$ cat config.mk
export PLATFORM = sky130hd
export DESIGN_NAME = gpp_comm_bridge_flat
export DESIGN_NICKNAME = d
export VERILOG_FILES = /design/src/rtl/gpp_comm_pkg.sv /design/src/rtl/gpp_comm_if.sv /design/src/rtl/gpp_comm_fifo.sv /design/src/rtl/gpp_comm_bridge.sv /design/src/flat_wrapper.sv
export SDC_FILE = /design/constraint.sdc
export NUM_CORES = 1
export LEC_CHECK = 0
export CORE_AREA = 2 2 233 235
export CTS_CLUSTER_DIAMETER = 200
export DETAILED_ROUTE_END_ITERATION = 8
export DIE_AREA = 0 0 235 237
export PLACE_DENSITY_LB_ADDON = 0.3
export SETUP_SLACK_MARGIN = 0.2
export SLEW_MARGIN = 20
export SYNTH_ARGS = -nofsm -noshare
export SYNTH_HDL_FRONTEND = slang
export SYNTH_SLANG_ARGS = --single-unit
$ cat constraint.sdc
create_clock -name clk -period 9.8 [get_ports clk]
set_input_delay 1.96 -clock clk [delete_from_list [all_inputs] [get_ports clk]]
set_output_delay 1.96 -clock clk [all_outputs]
set_load 0.1 [all_outputs]
$ cat src/rtl/gpp_comm_pkg.sv
// gpp_comm_pkg: shared constants, RX entry layout and arbiter states for the GPP/CP bridge
package gpp_comm_pkg;
    localparam int DATA_W = 16;
    localparam int DEPTH  = 8;
    localparam int NUM_CH = 4;
    localparam int CH_W   = $clog2(NUM_CH);
    typedef struct packed {
        logic [CH_W-1:0]   ch;
        logic [DATA_W-1:0] data;
    } rx_entry_t;
    typedef enum logic {ARB_IDLE, ARB_LOCKED} arb_state_t;
endpackage

$ cat src/rtl/gpp_comm_if.sv
// gpp_comm_if: TX/RX handshake bundle; master is the GPP/CP environment, slave is the bridge
interface gpp_comm_if #(
    parameter int DATA_W = gpp_comm_pkg::DATA_W,
    parameter int NUM_CH = gpp_comm_pkg::NUM_CH
);
    localparam int CH_W = $clog2(NUM_CH);
    logic              gpp_tx_valid, gpp_tx_ready;
    logic [CH_W-1:0]   gpp_tx_ch;
    logic [DATA_W-1:0] gpp_tx_data;
    logic              cp_tx_valid, cp_tx_ready;
    logic [CH_W-1:0]   cp_tx_ch;
    logic [DATA_W-1:0] cp_tx_data;
    logic              cp_rx_flag;
    logic [CH_W-1:0]   cp_rx_ch;
    logic [DATA_W-1:0] cp_rx_data;
    logic              gpp_rtr, gpp_rx_valid, gpp_rx_ready;
    logic [CH_W-1:0]   gpp_rx_ch;
    logic [DATA_W-1:0] gpp_rx_data;
    modport master (
        output gpp_tx_valid, gpp_tx_ch, gpp_tx_data, cp_tx_ready,
               cp_rx_flag, cp_rx_ch, cp_rx_data, gpp_rx_ready,
        input  gpp_tx_ready, cp_tx_valid, cp_tx_ch, cp_tx_data,
               gpp_rtr, gpp_rx_valid, gpp_rx_ch, gpp_rx_data
    );
    modport slave (
        input  gpp_tx_valid, gpp_tx_ch, gpp_tx_data, cp_tx_ready,
               cp_rx_flag, cp_rx_ch, cp_rx_data, gpp_rx_ready,
        output gpp_tx_ready, cp_tx_valid, cp_tx_ch, cp_tx_data,
               gpp_rtr, gpp_rx_valid, gpp_rx_ch, gpp_rx_data
    );
endinterface

$ cat src/rtl/gpp_comm_fifo.sv
// gpp_comm_fifo: registered-head synchronous FIFO; flush discards contents and any same-cycle push/pop
module gpp_comm_fifo #(
    parameter int W     = 16,
    parameter int DEPTH = 8
) (
    input  logic                     clk,
    input  logic                     rst,
    input  logic                     flush,
    input  logic                     push,
    input  logic                     pop,
    input  logic [W-1:0]             din,
    output logic [W-1:0]             dout,
    output logic                     full,
    output logic                     empty,
    output logic [$clog2(DEPTH):0]   count
);
    localparam int AW = $clog2(DEPTH);
    localparam int CW = AW + 1;
    logic [W-1:0]  mem [DEPTH];
    logic [AW-1:0] wr_ptr, rd_ptr;
    logic          do_push, do_pop;
    assign full    = count == CW'(DEPTH);
    assign empty   = count == '0;
    assign do_push = push && !full && !flush;
    assign do_pop  = pop && !empty && !flush;
    assign dout    = mem[rd_ptr];
    always_ff @(posedge clk) begin
        if (rst || flush) begin
            wr_ptr <= '0;
            rd_ptr <= '0;
            count  <= '0;
        end else begin
            if (do_push) wr_ptr <= wr_ptr + AW'(1);
            if (do_pop) rd_ptr <= rd_ptr + AW'(1);
            count <= count + CW'(do_push) - CW'(do_pop);
        end
    end
    always_ff @(posedge clk) begin
        if (do_push) mem[wr_ptr] <= din;
    end
endmodule

$ cat src/rtl/gpp_comm_bridge.sv
// gpp_comm_bridge: per-channel TX FIFOs drained round-robin to the CP, plus a shared tagged RX FIFO
module gpp_comm_bridge
    import gpp_comm_pkg::*;
#(
    parameter int DATA_W = gpp_comm_pkg::DATA_W,
    parameter int DEPTH  = gpp_comm_pkg::DEPTH,
    parameter int NUM_CH = gpp_comm_pkg::NUM_CH
) (
    input  logic                   clk,
    input  logic                   rst,
    input  logic                   flush,
    input  logic                   clr_err,
    gpp_comm_if.slave              bus,
    output logic                   rx_overflow,
    output logic [NUM_CH-1:0]      tx_ch_full,
    output logic [$clog2(DEPTH):0] rx_level
);
    localparam int CH_W = $clog2(NUM_CH);
    localparam int RW   = CH_W + DATA_W;
    logic [NUM_CH-1:0] tx_empty, tx_push, tx_pop;
    logic [DATA_W-1:0] tx_head [NUM_CH];
    logic [CH_W-1:0]   ptr, lock_ch, sel, idx;
    logic              found, hs;
    arb_state_t        state;
    logic [RW-1:0]     rx_head;
    logic              rx_full, rx_empty;
    assign hs = state == ARB_LOCKED && bus.cp_tx_ready;
    assign bus.gpp_tx_ready = !tx_ch_full[bus.gpp_tx_ch];
    for (genvar g = 0; g < NUM_CH; g++) begin : g_tx
        logic [$clog2(DEPTH):0] unused_cnt;
        assign tx_push[g] = bus.gpp_tx_valid && bus.gpp_tx_ch == CH_W'(g) && !tx_ch_full[g];
        assign tx_pop[g]  = hs && lock_ch == CH_W'(g);
        gpp_comm_fifo #(.W(DATA_W), .DEPTH(DEPTH)) u_fifo (
            .clk(clk), .rst(rst), .flush(flush),
            .push(tx_push[g]), .pop(tx_pop[g]), .din(bus.gpp_tx_data),
            .dout(tx_head[g]), .full(tx_ch_full[g]), .empty(tx_empty[g]),
            .count(unused_cnt)
        );
    end
    // Scan downward so the channel closest above the pointer wins
    always_comb begin
        found = 1'b0;
        sel   = ptr;
        idx   = ptr;
        for (int i = NUM_CH - 1; i >= 0; i--) begin
            idx = ptr + CH_W'(i);
            if (!tx_empty[idx]) begin
                found = 1'b1;
                sel   = idx;
            end
        end
    end
    always_ff @(posedge clk) begin
        if (rst) begin
            state   <= ARB_IDLE;
            ptr     <= '0;
            lock_ch <= '0;
        end else if (flush) begin
            state <= ARB_IDLE;
        end else if (state == ARB_IDLE) begin
            if (found) begin
                state   <= ARB_LOCKED;
                lock_ch <= sel;
            end
        end else if (bus.cp_tx_ready) begin
            state <= ARB_IDLE;
            ptr   <= lock_ch + CH_W'(1);
        end
    end
    assign bus.cp_tx_valid = state == ARB_LOCKED;
    assign bus.cp_tx_ch    = bus.cp_tx_valid ? lock_ch : '0;
    assign bus.cp_tx_data  = bus.cp_tx_valid ? tx_head[lock_ch] : '0;
    gpp_comm_fifo #(.W(RW), .DEPTH(DEPTH)) u_rx_fifo (
        .clk(clk), .rst(rst), .flush(flush),
        .push(bus.cp_rx_flag), .pop(bus.gpp_rx_ready),
        .din({bus.cp_rx_ch, bus.cp_rx_data}),
        .dout(rx_head), .full(rx_full), .empty(rx_empty), .count(rx_level)
    );
    assign bus.gpp_rtr      = !rx_full;
    assign bus.gpp_rx_valid = !rx_empty;
    assign bus.gpp_rx_ch    = bus.gpp_rx_valid ? rx_head[RW-1:DATA_W] : '0;
    assign bus.gpp_rx_data  = bus.gpp_rx_valid ? rx_head[DATA_W-1:0] : '0;
    always_ff @(posedge clk) begin
        if (rst) rx_overflow <= 1'b0;
        else if (bus.cp_rx_flag && rx_full && !flush) rx_overflow <= 1'b1;
        else if (clr_err) rx_overflow <= 1'b0;
    end
endmodule
$ cat src/flat_wrapper.sv
// flat-port wrapper written by rule: the top's interface ports become plain ports
module gpp_comm_bridge_flat import gpp_comm_pkg::*;
#(
    parameter int DATA_W = gpp_comm_pkg::DATA_W,
    parameter int DEPTH  = gpp_comm_pkg::DEPTH,
    parameter int NUM_CH = gpp_comm_pkg::NUM_CH
)
  (clk, rst, flush, clr_err, rx_overflow, tx_ch_full, rx_level, bus_gpp_tx_valid, bus_gpp_tx_ch, bus_gpp_tx_data, bus_cp_tx_ready, bus_cp_rx_flag, bus_cp_rx_ch, bus_cp_rx_data, bus_gpp_rx_ready, bus_gpp_tx_ready, bus_cp_tx_valid, bus_cp_tx_ch, bus_cp_tx_data, bus_gpp_rtr, bus_gpp_rx_valid, bus_gpp_rx_ch, bus_gpp_rx_data);
  gpp_comm_if #(.DATA_W(DATA_W), .NUM_CH(NUM_CH)) bus_i ();
  input  logic clk;
  input  logic rst;
  input  logic flush;
  input  logic clr_err;
  output logic rx_overflow;
  output logic [NUM_CH-1:0] tx_ch_full;
  output logic [$clog2(DEPTH):0] rx_level;
  input wire logic [$bits(bus_i.gpp_tx_valid)-1:0] bus_gpp_tx_valid;
  input wire logic [$bits(bus_i.gpp_tx_ch)-1:0] bus_gpp_tx_ch;
  input wire logic [$bits(bus_i.gpp_tx_data)-1:0] bus_gpp_tx_data;
  input wire logic [$bits(bus_i.cp_tx_ready)-1:0] bus_cp_tx_ready;
  input wire logic [$bits(bus_i.cp_rx_flag)-1:0] bus_cp_rx_flag;
  input wire logic [$bits(bus_i.cp_rx_ch)-1:0] bus_cp_rx_ch;
  input wire logic [$bits(bus_i.cp_rx_data)-1:0] bus_cp_rx_data;
  input wire logic [$bits(bus_i.gpp_rx_ready)-1:0] bus_gpp_rx_ready;
  output wire logic [$bits(bus_i.gpp_tx_ready)-1:0] bus_gpp_tx_ready;
  output wire logic [$bits(bus_i.cp_tx_valid)-1:0] bus_cp_tx_valid;
  output wire logic [$bits(bus_i.cp_tx_ch)-1:0] bus_cp_tx_ch;
  output wire logic [$bits(bus_i.cp_tx_data)-1:0] bus_cp_tx_data;
  output wire logic [$bits(bus_i.gpp_rtr)-1:0] bus_gpp_rtr;
  output wire logic [$bits(bus_i.gpp_rx_valid)-1:0] bus_gpp_rx_valid;
  output wire logic [$bits(bus_i.gpp_rx_ch)-1:0] bus_gpp_rx_ch;
  output wire logic [$bits(bus_i.gpp_rx_data)-1:0] bus_gpp_rx_data;
  assign bus_i.gpp_tx_valid = bus_gpp_tx_valid;
  assign bus_i.gpp_tx_ch = bus_gpp_tx_ch;
  assign bus_i.gpp_tx_data = bus_gpp_tx_data;
  assign bus_i.cp_tx_ready = bus_cp_tx_ready;
  assign bus_i.cp_rx_flag = bus_cp_rx_flag;
  assign bus_i.cp_rx_ch = bus_cp_rx_ch;
  assign bus_i.cp_rx_data = bus_cp_rx_data;
  assign bus_i.gpp_rx_ready = bus_gpp_rx_ready;
  assign bus_gpp_tx_ready = bus_i.gpp_tx_ready;
  assign bus_cp_tx_valid = bus_i.cp_tx_valid;
  assign bus_cp_tx_ch = bus_i.cp_tx_ch;
  assign bus_cp_tx_data = bus_i.cp_tx_data;
  assign bus_gpp_rtr = bus_i.gpp_rtr;
  assign bus_gpp_rx_valid = bus_i.gpp_rx_valid;
  assign bus_gpp_rx_ch = bus_i.gpp_rx_ch;
  assign bus_gpp_rx_data = bus_i.gpp_rx_data;
  gpp_comm_bridge #(.DATA_W(DATA_W), .DEPTH(DEPTH), .NUM_CH(NUM_CH)) u_core (.clk(clk), .rst(rst), .flush(flush), .clr_err(clr_err), .bus(bus_i), .rx_overflow(rx_overflow), .tx_ch_full(tx_ch_full), .rx_level(rx_level));
endmodule
# Word level (Yosys, flattened, before mapping)
# Memories as Yosys holds them, arrays and structs flattened. A register that Yosys moved wholly into a read port is not among the register bits.
# Index checks and enable logic that the tools add are counted.
# Widths: inputs -> output; s select.
dict set report totals {
  latchBits 0
  input_bits 44
  ram_bits 656
  mem_count 5
  romBits 0
  wordCells 177
  reg_bits 56
}
# name words word_bits rd rd_ports_with_merged_regs write_ports line
set mem_list {}
lappend mem_list {u_core.u_rx_fifo.mem 8 18 1 1 1 gpp_comm_fifo.sv:19} ;# logic [W-1:0] mem [DEPTH];
lappend mem_list {{u_core.g_tx[0].u_fifo.mem} 8 16 1 1 1 gpp_comm_fifo.sv:19}
lappend mem_list {{u_core.g_tx[1].u_fifo.mem} 8 16 1 1 1 gpp_comm_fifo.sv:19}
lappend mem_list {{u_core.g_tx[2].u_fifo.mem} 8 16 1 1 1 gpp_comm_fifo.sv:19}
lappend mem_list {{u_core.g_tx[3].u_fifo.mem} 8 16 1 1 1 gpp_comm_fifo.sv:19}
dict set report op_classes {
  mul 0
  n_bitwise 3
  n_addsub 24
  mux 50
  n_shift 0
  n_div 0
  eq_ne 11
  n_lt_le_gt_ge 6
  n_reduce_logical 59
}
# op count
set ops {}
lappend ops {{$mux 16} 4}
lappend ops {{$logic_and 1x1->1} 35}
lappend ops {{$bmux 16 s2} 1}
lappend ops {{$add 3x1->3 const B} 10}
lappend ops {{$mux 3} 10}
lappend ops {{$mux 1} 24}
lappend ops {{$add 4x1->4} 5}
lappend ops {{$eq 4x4->1 const B} 5}
lappend ops {{$logic_not 4->1} 5}
lappend ops {{$sub 4x1->4} 5}
lappend ops {{$lt 2x3->1 const B} 5}
lappend ops {{$logic_not 1->1} 12}
lappend ops {{$mux 2} 6}
lappend ops {{$bmux 1 s2} 5}
lappend ops {{$eq 2x2->1 const B} 4}
lappend ops {{$reduce_and 3->1} 2}
lappend ops {{$add 2x1->2 const B} 2}
lappend ops {{$add 2x2->2 const B} 2}
lappend ops {{$eq 2x1->1 const B} 2}
lappend ops {{$logic_not 2->1} 2}
lappend ops {{$ge 3x3->1 const B} 1}
lappend ops {{$not 2->3} 1}
lappend ops {{$not 1->1} 2}
lappend ops {{$reduce_bool 2->1} 1}
lappend ops {{2 further kinds} 2}

# Logic depth before layout (Yosys ltp)
# Gate-level depths: netlist of the first run.
dict set report depth {
  ltp_word 9
  depth_mapped 13
}

# Cells and area by module
# A second synthesis of the first run with hierarchy kept.
dict set report unflattened {
  cells_unflattened 1485
  hier_area_um2 29848.6
}
# module n_inst cells_per_inst area_per_inst_um2
set by_module_without_submodules {}
lappend by_module_without_submodules {{gpp_comm_fifo at u_core.g_tx[0].u_fifo ...} 4 269 5619.1}
lappend by_module_without_submodules {{gpp_comm_fifo at u_core.u_rx_fifo} 1 292 6248.5}
lappend by_module_without_submodules {gpp_comm_bridge 1 117 1123.6}

# Least setup slack after synthesis of the first run
# Ideal clock, no wire load.
dict set report synth_timing {
  kind {in2out}
  startpoint {input port bus_gpp_tx_ch[0]}
  endpoint {output port bus_gpp_tx_ready}
  arrival_time_ns 3.733
  slack_ns 4.107
  required_ns 7.840
  path_stages 3
  n_path_buf 1
  cell_sequence {clkbuf_1 > nor2_1 > a21oi_1}
}
dict set report synth_between {
  elab_chain_len 3
}
# item line
set synth_lines {}
lappend synth_lines {{start: declaration} flat_wrapper.sv:18} ;# input wire logic [$bits(bus_i.gpp_tx_ch)-1:0] bus_gpp_tx_ch;
lappend synth_lines {{$bmux 1 s2} gpp_comm_bridge.sv:28} ;# assign bus.gpp_tx_ready = !tx_ch_full[bus.gpp_tx_ch];
lappend synth_lines {{$mux 1 (not written as such)} gpp_comm_bridge.sv:28}
lappend synth_lines {{$logic_not 1->1} gpp_comm_bridge.sv:28}
lappend synth_lines {{end: declaration} flat_wrapper.sv:25} ;# output wire logic [$bits(bus_i.gpp_tx_ready)-1:0] bus_gpp_tx_ready;
# Every way passes these cells. The select of a mux whose other input is x is not followed.

# Final worst setup path of the first run
dict set report layout_timing {
  startpoint {input port bus_gpp_tx_ch[1]}
  endpoint {output port bus_gpp_tx_ready}
}
# The elaborated chain is that of the path after synthesis.

==> summary.md, run 1 <==
| Metric | Value |
|---|---|
| Vias in the first global route | 15.7k |
| First-pass iteration count of the detailed router | 6 |
| Vias after detailed routing | 15.6k |
| Initial core utilization | 54.4% |
| Synthesized area per cell | 16.4 um2 |
| Finish-stage setup viols | 0 |
| Reg2Reg Depth | 11 |
| M3 GR Usage | 3.67% |
| Worst reg2reg startpoint | u_core.u_rx_fifo.count[2] |
| Pin count of the biggest net entering global routing | 65 |
| Max incr delay on CP | 1.15 ns |
| Die Span Y | 237 um |
| NetSw | 0.00128 W |
| Die W | 235 um |
| Levels on crit path | 5 |
| Buffers added on ports | 92 |
| Max VDD drop | 173 uV |
| Die ar. | 55700 um2 |
| Resize count post-CTS | 0 |
| Logic pwr share | 3.6% |
| Most common cell in the netlist | edfxtp_1 |
| Synth-to-layout area growth | 14.8% |
| Core Rows | 85 |
| Ys flop type | edfxtp_1 |
| Number of failing hold endpoints at the final stage | 0 |
| Flop2flop setup slack | 6.75 ns |
| Drt total wl | 61500 um |
| EDFF count, synth | 656 |
| Status | completed |
| Slew Limit Fails | 0 |
| Req. time, crit path | 7.84 ns |
| Hold WS | 0.503 ns |
| Post-DP Area | 31000 um2 |
| GRT Util Overall | 22.2% |
| HP Start | u_core.u_rx_fifo.rd_ptr[1] |
| DRC | 0 |
| CTS tree | yes |
| Setup_tns | 0 ns |
| Synthesis Warnings | 0 |
| Avg WL per Cell | 23.2 um |
| Yosys cell types | 51 |
| Clk sinks | 727 |
| Worst-Margin Slew | 1.13 ns |
| Worst Path Class, Setup | input port to output port |
| Final min period | 6.05 ns |
| Clk_lat worst skew | 0.60 ns |
| Max-slew headroom | 24.9% |
| Ratio of cells with drive above 1 in the final layout | 13.3% |
| Reg-to-Reg End | u_core.u_rx_fifo.count[2] |
| Clock transition at the registers of the reported paths | 0.06 ns |
| Core ar. | 53300 um2 |
| CP endpoint kind | output port |
| Synth Register Bits | 727 |
| Cell with the largest stage delay on the worst path | clkdlybuf4s50_1 |
| Top post-synthesis cells by area | edfxtp_1, mux2i_1, dfxtp_1 |
| Syn Std Cell Area | 29000 um2 |
| Clock buffer depth | 3 |
| Seq/Total Area, Yosys | 72.9% |
| Root buf cell | clkbuf_16 |
| Yosys top cell area share | 68.0% |
| Clock buffer count from CTS | 72 |
| Worst Hold Class | flip-flop to flip-flop |
| Maximum fanout along the worst path | 7 |
| Clock power frac | 41.7% |
| Tot Pwr | 0.00620 W |
| Crit path DAT | 4.09 ns |
| GR peak layer | met2 |
| Post-synth top cells | edfxtp_1, mux2i_1, nor2_1 |
| P per Cell Area | 186 nW/um2 |
| RePlAce Congestion | 0.830 |
| RSZ-0062 raised after global routing | no |
| Ys async rst share | 0% |
| M1 GR Usage | 30.0% |
| N_diodes | 0 |
| Lkg Pwr | 10.5 nW |
| H-tree depth | 3 |
| # Max-Cap Violations | 0 |
| Maximum clock rate | 165 MHz |
| DR iter-0 viols | 1429 |
| Top cell type by total area after synthesis | edfxtp_1 |
| Setup bufs post-CTS | 0 |
| CP bufs+invs | 2 |
| DP Wirelength | 36600 um |
| Top Ports | 93 |
| Global-route wire length before repair | 93400 um |
| Syn_nets | 1850 |
| Flop pwr share | 54.7% |
| Cell Int Power | 0.00492 W |
| CP dominant cell by count | clkdlybuf4s50_1 |
| Final ANT Viol Nets | 0 |
| Met2 Track Usage GR | 37.0% |
| Hold depth | 2 |
| Final nets | 1989 |
| Total global routing overflow | 0 |
| Switching Fraction | 20.7% |
| Startpoint types | input port |
| Final Instance Area | 33300 um2 |
| Vias per cell | 5.89 |
| Cts hold-fix bufs | 0 |
| Crit-path cells | clkdlybuf4s50_1 -> mux2i_1 -> nor2_1 -> a21oi_1 -> clkdlybuf4s50_1 |
| Util after Layout | 62.4% |
| Cells after synthesis | 1762 |
| Initial antenna violation count | 0 |
| Crit-path leading delay family | buffers and inverters |
| Clk_skew | 0.0193 ns |
| Final period utilization | 61.7% |
[power by group through the flow]
stage                     Sequential [W]  Clock, W  Combinational (W)
after floorplan                  0.00347         0           0.000113
after detailed placement         0.00346         0           0.000223
after CTS                        0.00339   0.00263           0.000224
final                            0.00339   0.00259           0.000223
after global placement           0.00346         0           0.000218
after global routing             0.00339   0.00276           0.000235
[state kept, by name, indices dropped and copies added (netlist names), named ones only]
name                       cells
u_core.ptr                     2
u_core.bus.cp_tx_valid         1
u_core.lock_ch                 2
u_core.g_tx.u_fifo.rd_ptr     12
u_core.g_tx.u_fifo.wr_ptr     12
u_core.rx_overflow             1
u_core.u_rx_fifo.count         4
u_core.g_tx.u_fifo.count      16
u_core.u_rx_fifo.rd_ptr        3
u_core.u_rx_fifo.wr_ptr        3
u_core.g_tx.u_fifo.mem       512
u_core.u_rx_fifo.mem         144
[worst register-to-register path, cell delays in order (launching register included)]
cell,delay (ns)
dfxtp_1,0.32
inv_1,0.10
ha_1,0.15
and2_1,0.77
inv_1,0.23
nand2_1,0.21
or3_2,0.17
o21ai_0,0.09
ha_1,0.23
fa_1,0.41
xnor2_1,0.18
nor2_1,0.05
[cells by family after synthesis]
family / share of synthesized area, %
AO/OA/AOI/OAI: 3.58
XOR/XNOR: 0.997
adder cells (fa/ha/maj): 2.03
buffers and inverters: 1.85
flip-flops: 72.9
multiplexers: 12.5
AND/OR/NAND/NOR: 6.12
[worst max path at each step]
stage                           startpoint               end  slack [ns]
after floorplan           bus_gpp_tx_ch[0]  bus_gpp_tx_ready        4.11
after global placement    bus_gpp_tx_ch[1]  bus_gpp_tx_ready        3.74
after detailed placement  bus_gpp_tx_ch[1]  bus_gpp_tx_ready        3.74
after CTS                 bus_gpp_tx_ch[1]  bus_gpp_tx_ready        3.73
after global routing      bus_gpp_tx_ch[1]  bus_gpp_tx_ready        3.66
final                     bus_gpp_tx_ch[1]  bus_gpp_tx_ready        3.75
[cell usage in the layout (no fill, tap or decap), types with 39 or more instances in the layout]
| cell type | synthesis | final |
|---|---|---|
| clkdlybuf4s50_1 | 0 | 92 |
| a21oi_1 | 60 | 60 |
| nand2_1 | 66 | 66 |
| a22oi_1 | 80 | 80 |
| dfxtp_1 | 71 | 66 |
| nand3_1 | 73 | 73 |
| nor2_1 | 100 | 93 |
| edfxtp_1 | 656 | 656 |
| ha_1 | 39 | 39 |
| mux2i_1 | 282 | 282 |
| buf_4 | 4 | 66 |
| clkbuf_16 | 0 | 73 |
[stage by stage]
stage / cells / setup slack, ns
floorplan: 1762 / 4.11
global placement: 2521 / 3.74
detailed placement: 2521 / 3.74
CTS: 2649 / 3.73
global route: 2651 / 3.66
finish: 2651 / 3.75
[layout make-up]
| class | count | area, um2 |
|---|---|---|
| sequential | 727 | 21100 |
| fill | 3748 | 20000 |
| multi-input combinational | 911 | 7480 |
| clock buffer | 98 | 1980 |
| timing repair buffer | 160 | 1460 |
| tap | 696 | 871 |
| clock inverter | 30 | 229 |
| inverter | 29 | 109 |
[layer usage]
| layer | up-vias | share of wire [%] |
|---|---|---|
| met5 | - | 0 |
| met4 | 0 | 2.9 |
| met3 | 132 | 6.6 |
| met2 | 529 | 50 |
| met1 | 7880 | 41 |
| li1 | 7068 | - |
(Power assumes the default switching activity.)
==> run 2, diff against run 1 <==
==> constraint.sdc (replaced) <==
create_clock -name clk -period 5.3 [get_ports clk]
set_input_delay 1.06 -clock clk [delete_from_list [all_inputs] [get_ports clk]]
set_output_delay 1.06 -clock clk [all_outputs]
set_load 0.1 [all_outputs]
==> run 2 against run 1 <==
Flip-flop and latch count unchanged. Clock power increased by 86%. Combinational power increased by 84%. Wire length increased by 2.3%. Critical path depth unchanged. Final cell count decreased by 0.34%. Worst hold slack improved by 0.0034 ns. Die area unchanged. Core utilization decreased by 0.25 points. Via count increased by 0.35%. Total power increased by 85%.
==> summary.md, run 2 (synthesis gave the netlist of run 1 again) <==
| Metric | Value |
|---|---|
| Status | completed |
| Vias in the first global route | 15.8k |
| Setup ws final | 1.10 ns |
| Worst Path Class, Setup | flip-flop to output port |
| N_diodes | 0 |
| Total global routing overflow | 0 |
| Startpoint types | flip-flop |
| Commonest non-fill, non-tap cell in the layout | edfxtp_1 |
| Clk_lat worst skew | 0.61 ns |
| First-pass iteration count of the detailed router | 5 |
| Top flop regs | u_core.g_tx.u_fifo.mem: 512 flops, u_core.u_rx_fifo.mem: 144 flops, u_core.g_tx.u_fifo.count: 16 flops |
| Req. time, crit path | 4.24 ns |
| DRC | 0 |
| Global-route wire length before repair | 94500 um |
| Vias per cell | 5.93 |
| Setup bufs post-CTS | 0 |
| Finish-stage setup viols | 0 |
| Most frequent cells in the layout | edfxtp_1, mux2i_1, nor2_1, buf_4, a22oi_1 |
| Final period utilization | 79.2% |
| Clock buffer depth | 3 |
| Number of failing hold endpoints at the final stage | 0 |
| Root buf cell | clkbuf_16 |
| Filler cell count | 3802 |
| Area of the multi-input gates | 7510 um2 |
| # Max-Cap Violations | 0 |
| Worst Hold Class | flip-flop to flip-flop |
| DR iter-0 viols | 1475 |
| Maximum clock rate | 238 MHz |
| Place WS | 1.30 ns |
| Die ar. | 55700 um2 |
| Core ar. | 53300 um2 |
| Drt total wl | 63000 um |
| Lkg Pwr | 10.5 nW |
| Most flops, register | u_core.g_tx.u_fifo.mem |
| Ratio of cells with drive above 1 in the final layout | 15.0% |
| Crit path DAT | 3.14 ns |
| CTS tree | yes |
| Clock buffer count from CTS | 72 |
| Top Ports | 93 |
| Die W | 235 um |
| Pin count of the biggest net entering global routing | 65 |
| P per Cell Area | 347 nW/um2 |
| Clock transition at the registers of the reported paths | 0.06 ns |
| Clk sinks | 727 |
| Final min period | 4.20 ns |
| Cts hold-fix bufs | 0 |
| GRT Util Overall | 22.6% |
| Core Rows | 85 |
| Clk_skew | 0.0239 ns |
| CP endpoint kind | output port |
| Final ANT Viol Nets | 0 |
| RSZ-0062 raised after global routing | no |
| Slew Limit Fails | 0 |
| Worst-Margin Slew | 1.14 ns |
| Vias after detailed routing | 15.7k |
| Final Non-Filler Cells | 2642 |
| Initial antenna violation count | 2 |
| Max reg flops | 512 |
| Synth-to-layout area growth | 14.4% |
| Seq. cell area | 21100 um2 |
| Final nets | 1981 |
| Initial core utilization | 54.4% |
| Util after Layout | 62.2% |
| H-tree depth | 3 |
| Resize count post-CTS | 0 |
| Max-slew headroom | 24.0% |
| Max VDD drop | 287 uV |
| RePlAce Congestion | 0.814 |
| Setup_tns | 0 ns |
| DP Wirelength | 37300 um |
| Die Span Y | 237 um |
| Buffers added on ports | 92 |
| Placed cells | 2513 |
| Maximum fanout along the worst path | 64 |
| Avg WL per Cell | 23.8 um |
run 2: per-stage QoR:
stage	hold WS, ns	total power (W)	area (um2)
CTS	0.498	0.0116	33100
global route	0.536	0.0118	33100
detailed placement	0.486	0.00681	30900
finish	0.507	0.0115	33100
floorplan	0.462	0.00662	29000
global placement	0.475	0.00680	30800
run 2: where the power goes:
group	internal, W	switching (W)	total, W
Combinational	0.000106	0.000304	0.000410
Sequential	0.00626	0.0000133	0.00628
Clock	0.00274	0.00207	0.00481
run 2: cell type report:
class	count	area share (%)
flip-flops and latches	727	63.8
multi-input cells	911	22.7
clock buffers	96	5.89
repair buffers	152	3.96
well taps	696	2.63
clock inverters	31	0.736
inverters	29	0.328
run 2: critical path, stage by stage (launching register included):
cell	delay (ns)
dfxtp_4	1.09
mux2i_1	0.17
a22oi_1	0.43
nand3_1	0.21
nand4_1	0.26
buf_4	0.33
run 2: worst paths after layout:
| check | startpoint | end | slack (ns) | depth (start not counted) |
|---|---|---|---|---|
| worst max-delay path | flip-flop | bus_cp_tx_data[13] | 1.10 | 5 |
| worst min-delay path | u_core.u_rx_fifo.rd_ptr[1] | u_core.u_rx_fifo.rd_ptr[1] | 0.51 | 2 |
| worst max register to register | u_core.g_tx[2].u_fifo.count[2] | u_core.g_tx[2].u_fifo.count[3] | 2.45 | 10 |
| worst min register to register | u_core.u_rx_fifo.rd_ptr[1] | u_core.u_rx_fifo.rd_ptr[1] | 0.51 | 2 |
run 2: layer usage:
metal / global-route usage [%] / wire length, um / vias to the layer above
met5: 0 / 0 / -
met3: 4.45 / 4560 / 132
met4: 7.94 / 1840 / 0
met2: 36.9 / 30800 / 615
li1: - / - / 7059
met1: 30.4 / 25800 / 7857
